<file path="src/rtl/mnist_pkg.sv">
// Shared definitions for the MNIST accelerator.
// Holds the layer-sequencer state encoding and the address-width helper used by the weight ROM.
package mnist_pkg;

    typedef enum logic [2:0] {
        IDLE  = 3'd0,
        ACCUM = 3'd1,
        DRAIN = 3'd2,
        FIRE  = 3'd3,
        HOLD  = 3'd4
    } seq_state_t;

    // A single-entry range still needs a one-bit index, so the width never drops to zero.
    function automatic int unsigned clog2_min1(input int unsigned n);
        return (n <= 1) ? 1 : $clog2(n);
    endfunction

    localparam int unsigned MNIST_NUM_INPUTS = 784;
    localparam int unsigned MNIST_ADDR_WIDTH = clog2_min1(MNIST_NUM_INPUTS);

endpackage

</file>
<file path="src/rtl/relu_layer_sequencer.sv">
// Per-frame controller for one fully-connected layer: streams activations into the MAC array,
// waits out the MAC latency, fires the ReLU capture and holds the result for the next layer.
module relu_layer_sequencer
    import mnist_pkg::*;
#(
    parameter int unsigned NUM_INPUTS = 784,
    parameter int unsigned MAC_LAT    = 2,
    parameter int unsigned ADDR_WIDTH = clog2_min1(NUM_INPUTS),
    parameter int unsigned CNT_WIDTH  = 16
) (
    input  logic                  clk,
    input  logic                  rst,
    input  logic                  start,
    output logic                  start_ready,
    input  logic                  abort,
    input  logic                  x_valid,
    output logic                  x_ready,
    output logic                  mac_clr,
    output logic                  mac_en,
    output logic                  mac_last,
    output logic [ADDR_WIDTH-1:0] w_addr,
    output logic                  relu_valid,
    output logic                  out_valid,
    input  logic                  out_ready,
    output logic                  busy,
    output logic [CNT_WIDTH-1:0]  frame_cnt
);

    localparam int unsigned DRAIN_WIDTH = clog2_min1(MAC_LAT);
    localparam logic [ADDR_WIDTH-1:0]  LAST_BEAT  = ADDR_WIDTH'(NUM_INPUTS - 1);
    localparam logic [DRAIN_WIDTH-1:0] LAST_DRAIN = DRAIN_WIDTH'((MAC_LAT == 0) ? 0 : MAC_LAT - 1);

    seq_state_t             state_q, state_d;
    logic [ADDR_WIDTH-1:0]  beat_q, beat_d;
    logic [DRAIN_WIDTH-1:0] drain_q, drain_d;
    logic [CNT_WIDTH-1:0]   frame_cnt_q, frame_cnt_d;

    // NOTE: state registers use non-blocking assignments so every flop samples pre-edge values.
    always_ff @(posedge clk or negedge rst) begin
        if (!rst) begin
            state_q     <= IDLE;
            beat_q      <= '0;
            drain_q     <= '0;
            frame_cnt_q <= '0;
        end else begin
            state_q     <= state_d;
            beat_q      <= beat_d;
            drain_q     <= drain_d;
            frame_cnt_q <= frame_cnt_d;
        end
    end

    // NOTE: every signal gets a default first so no path through the case can infer a latch.
    always_comb begin
        state_d     = state_q;
        beat_d      = beat_q;
        drain_d     = drain_q;
        frame_cnt_d = frame_cnt_q;
        mac_clr     = 1'b0;
        mac_en      = 1'b0;
        mac_last    = 1'b0;

        if (abort) begin
            state_d = IDLE;
            beat_d  = '0;
            drain_d = '0;
        end else begin
            unique case (state_q)
                IDLE: begin
                    if (start) begin
                        mac_clr = 1'b1;
                        beat_d  = '0;
                        state_d = ACCUM;
                    end
                end
                ACCUM: begin
                    if (x_valid) begin
                        mac_en = 1'b1;
                        if (beat_q == LAST_BEAT) begin
                            mac_last = 1'b1;
                            beat_d   = '0;
                            state_d  = (MAC_LAT > 0) ? DRAIN : FIRE;
                        end else begin
                            beat_d = beat_q + ADDR_WIDTH'(1);
                        end
                    end
                end
                DRAIN: begin
                    if (drain_q == LAST_DRAIN) begin
                        drain_d = '0;
                        state_d = FIRE;
                    end else begin
                        drain_d = drain_q + DRAIN_WIDTH'(1);
                    end
                end
                FIRE: state_d = HOLD;
                HOLD: begin
                    if (out_ready) begin
                        frame_cnt_d = frame_cnt_q + CNT_WIDTH'(1);
                        state_d     = IDLE;
                    end
                end
                default: state_d = IDLE;
            endcase
        end
    end

    assign start_ready = (state_q == IDLE);
    assign x_ready     = (state_q == ACCUM);
    assign out_valid   = (state_q == HOLD);
    assign busy        = (state_q != IDLE);
    assign w_addr      = beat_q;
    assign frame_cnt   = frame_cnt_q;
    // An abort landing on the FIRE cycle must still suppress the ReLU capture.
    assign relu_valid  = (state_q == FIRE) && !abort;

endmodule

</file>
<file path="config.mk">
export PLATFORM = sky130hd
export DESIGN_NAME = relu_layer_sequencer
export DESIGN_NICKNAME = d
export VERILOG_FILES = /design/src/rtl/mnist_pkg.sv /design/src/rtl/relu_layer_sequencer.sv
export SDC_FILE = /design/constraint.sdc
export NUM_CORES = 1
export LEC_CHECK = 0
export ABC_AREA = 1
export CAP_MARGIN = 40
export CORE_MARGIN = 5
export CORE_UTILIZATION = 45
export DETAILED_ROUTE_END_ITERATION = 12
export GPL_TIMING_DRIVEN = 0
export PLACE_DENSITY_LB_ADDON = 0.25
export SKIP_LAST_GASP = 1
export SLEW_MARGIN = 20
export SYNTH_ARGS = -nofsm -noshare
export SYNTH_HDL_FRONTEND = slang
export SYNTH_SLANG_ARGS = --single-unit
export TNS_END_PERCENT = 30
</file>
<file path="constraint.sdc">
create_clock -name clk -period 1.3 [get_ports clk]
set_input_delay 0.195 -clock clk [delete_from_list [all_inputs] [get_ports clk]]
set_output_delay 0.195 -clock clk [all_outputs]
set_load 0.03 [all_outputs]
</file>
==> metrics.txt <==
status=complete, but fails checks; failing checks=setup timing; Vert. Die Dim=just over 70 µm; Routed WL=~4600 µm; crit-path max FO=2; total power=between 4000 and 5000 µW; internal reg-to-reg setup slack=-0.25 ns; Multi-input gate area=0.00104 mm²; GRT Residual Overflow=0; Synth Warn #=0; initial core utilization=0.472; switch share=0.393; f_max=602 MHz; dpl hpwl=about 2900 µm; final hold violation count=0; Buf/Inv on CP=2; Worst R2R Path Depth=7; initial antenna violation count=0; Net Count, Synth=242; DRC viols=0; Worst Hold Class=input pin to asynchronous set/reset pin; Slew @ Worst Pin=0.670 ns; NetSw=1620 µW; DRT antenna net count=0; Layout area overhead=57.9%; Final Max Slew Viols=0; # setup viols final=43; IO buf count=39; htree depth=2; register area=around 760 µm²; routed length per placed instance=approximately 13 µm; CP max-delay cell=dfrtp_2; Initial DRC Count=90; endpoint class of the critical path=primary output; layout cells sized above 1=0.317; largest net degree at the start of global routing=31; CTS Sinks=30; Cell Area, Synth=about 0.0018 mm²; r2r endpoint=frame_cnt[7]; Rel. slew slack=0.553; Startpoint Class=flip-flop; part of the Yosys area used for sequential elements=0.425; Worst VDD drop=1.04 mV; crit-path cells=ha_4 -> nand3_4 -> inv_2 -> nand4_1 -> nor3_4 -> buf_6; syn_area_per_cell=approximately 7.5 µm²; GP Congestion=just under 0.8; CTS Buf Count=5; max incr delay on CP=just under 0.4 ns; RSZ-0062 raised after global routing=yes; skew final=0.00537 ns; final worst setup slack=-0.360 ns; first drt pass iteration count=4; Final nets=316; CP top delay family=simple AND/OR/NAND/NOR gates; clock root buffer master=clkbuf_8; I/O pin cnt=40; FF-to-FF Start=state_q[1]; Fillers=279; register share of total power=0.287; core area=between 0.003 and 0.004 mm²; number of global-route vias before repair=roughly 1600; Final Non-Filler Cells=357; pre-CTS setup slack=-0.736 ns; CTS tree=yes; Die Wd=between 70 and 80 µm; first-pass GRT wire length=7110 µm; post-synthesis cell type count=29; Critical Path AT=1.46 ns; worst path required time=1.11 ns; min cycle time layout=1.66 ns; routed vias/inst=4.91; die area=0.00528 mm²; LEAKAGE=0.00147 µW; buffer depth of the longest clock path=2; worst setup path class=flip-flop to primary output; MaxCap Viol Count=0; Ant. Diodes=0; clock power share=0.219; Pint=roughly 2500 µW; row count=22; Global Route Usage Sum=0.172; Gate power share=0.494; Final Cycle Share=1.28; Clk Latency, worst-skew pair=0.29 ns; synthesized flop and latch total=30; total vias in the final route=1753; post-placement cell count=between 300 and 400; clock transition at the registers of the reported paths=0.07 ns; cell area power density=1470 mW/mm²; Mapped Cells=234
==> metal layers <==
| layer | up-vias | track usage | wire length (µm) |
|---|---|---|---|
| met5 | - | 0 | 0 |
| met4 | 0 | 0.0840 | 53 |
| met3 | 6 | 0.0399 | 213 |
| met2 | 42 | 0.272 | 2320 |
| met1 | 819 | 0.222 | 2030 |
| li1 | 886 | - | - |
==> placed cells by master (no fill, tap or decap), types with 2 or more instances in the layout <==
cell             netlist  final
xor2_1                 7      7
inv_1                 30     25
buf_6                  0     10
dfrtp_1               30     25
clkdlybuf4s15_2        0      9
nand3_4                0      2
inv_4                  1      4
dlymetal6s2s_1         0      8
dfrtp_2                0      5
nor2_4                 1      7
xnor2_1                6      5
nand2_4                0      4
nor2_2                 2      3
clkbuf_8               0      8
clkdlybuf4s50_1        0      9
o21ai_1                3      3
a21oi_1                4      3
o21ai_0                6      5
nand3_2                2      2
nand2_1               63     60
nor3_1                 6      4
inv_2                  2      4
nor2_1                31     24
dlygate4sd2_1          0      3
nand3_1               21     19
buf_8                  1      2
nor3_4                 0      2
nand4_1                5      5
buf_4                  0     23
==> metrics by stage <==
step | hold WS, ns | setup TNS, ns | util | cell area, µm²
after global placement | 0.483 | -30.72 | 0.612 | 2290
final | 0.471 | -6.57 | 0.745 | 2790
after floorplan | -0.101 | -2.87 | - | 1840
after CTS | 0.495 | -9.44 | 0.678 | 2540
after global routing | 0.530 | -9.35 | 0.745 | 2790
after detailed placement | 0.271 | -14.82 | 0.611 | 2290
==> worst max path at each step <==
stage,start,to,slack [ns],cells past startpoint
global placement,abort,mac_last,-0.73,5
detailed placement,abort,mac_last,-0.74,5
CTS,w_addr[0],mac_last,-0.35,6
global route,w_addr[0],mac_last,-0.42,6
finish,w_addr[0],mac_last,-0.36,6
floorplan,w_addr[0],mac_last,-0.24,5
==> area by class of cell <==
cell class | instances | area share
buffer | 1 | 0.00538
clock buffer | 8 | 0.0395
inverter | 35 | 0.0525
multi-input combinational | 168 | 0.372
sequential | 30 | 0.271
tap | 48 | 0.0215
timing repair buffer | 67 | 0.238
==> power groups by stage <==
stage,registers [µW],logic [µW],clock network (µW)
floorplan,1320,827,0
global placement,1210,1390,0
detailed placement,1210,1400,0
CTS,1180,1640,905
global route,1200,2180,951
finish,1180,2030,902
==> kinds of logic (layout without fill, tap and decap cells) <==
kind of cell / Yosys count / after routing / share of synthesized area
adders and majority gates: 2 / 2 / 0.0142
and+or+nand+nor: 138 / 138 / 0.365
xor gates and xnor gates: 13 / 13 / 0.0644
DFF: 30 / 30 / 0.425
AOI/OAI and AO/OA: 14 / 14 / 0.0411
buffers and inverters: 36 / 111 / 0.0850
muxes: 1 / 1 / 0.00567
==> sequential cells by signal, indices dropped and copies added (netlist names) <==
signal / cells
frame_cnt: 16
state_q: 3
drain_q: 1
w_addr: 10
==> timing repair <==
| item | CTS | global route |
|---|---|---|
| pin swaps | 5 | 10 |
| setup buffers | 11 | 15 |
| hold buffers | 1 | 0 |
| cloned | 0 | 1 |
| endpoints found under the setup margin | 57 | 57 |
| endpoints found under the hold margin | 30 | 0 |
| resized for setup | 100 | 35 |
==> synth_stat cells (all sizes together) <==
master  count  share of area
nand2      65           0.14
nor2       35          0.091
inv        33          0.072
dfrtp      30           0.42
nand3      23          0.071
o21ai       9          0.025
xor2        7          0.035
nand4       6          0.030
nor3        6          0.017
xnor2       6          0.030
a21oi       4          0.011
clkinv      2         0.0050
ha          2          0.014
buf         1         0.0085
mux2i       1         0.0057
nor2b       1         0.0078
nor3b       1         0.0043
nor4        1         0.0035
o21bai      1         0.0043
No activity file was read; power rests on OpenSTA's default activity.
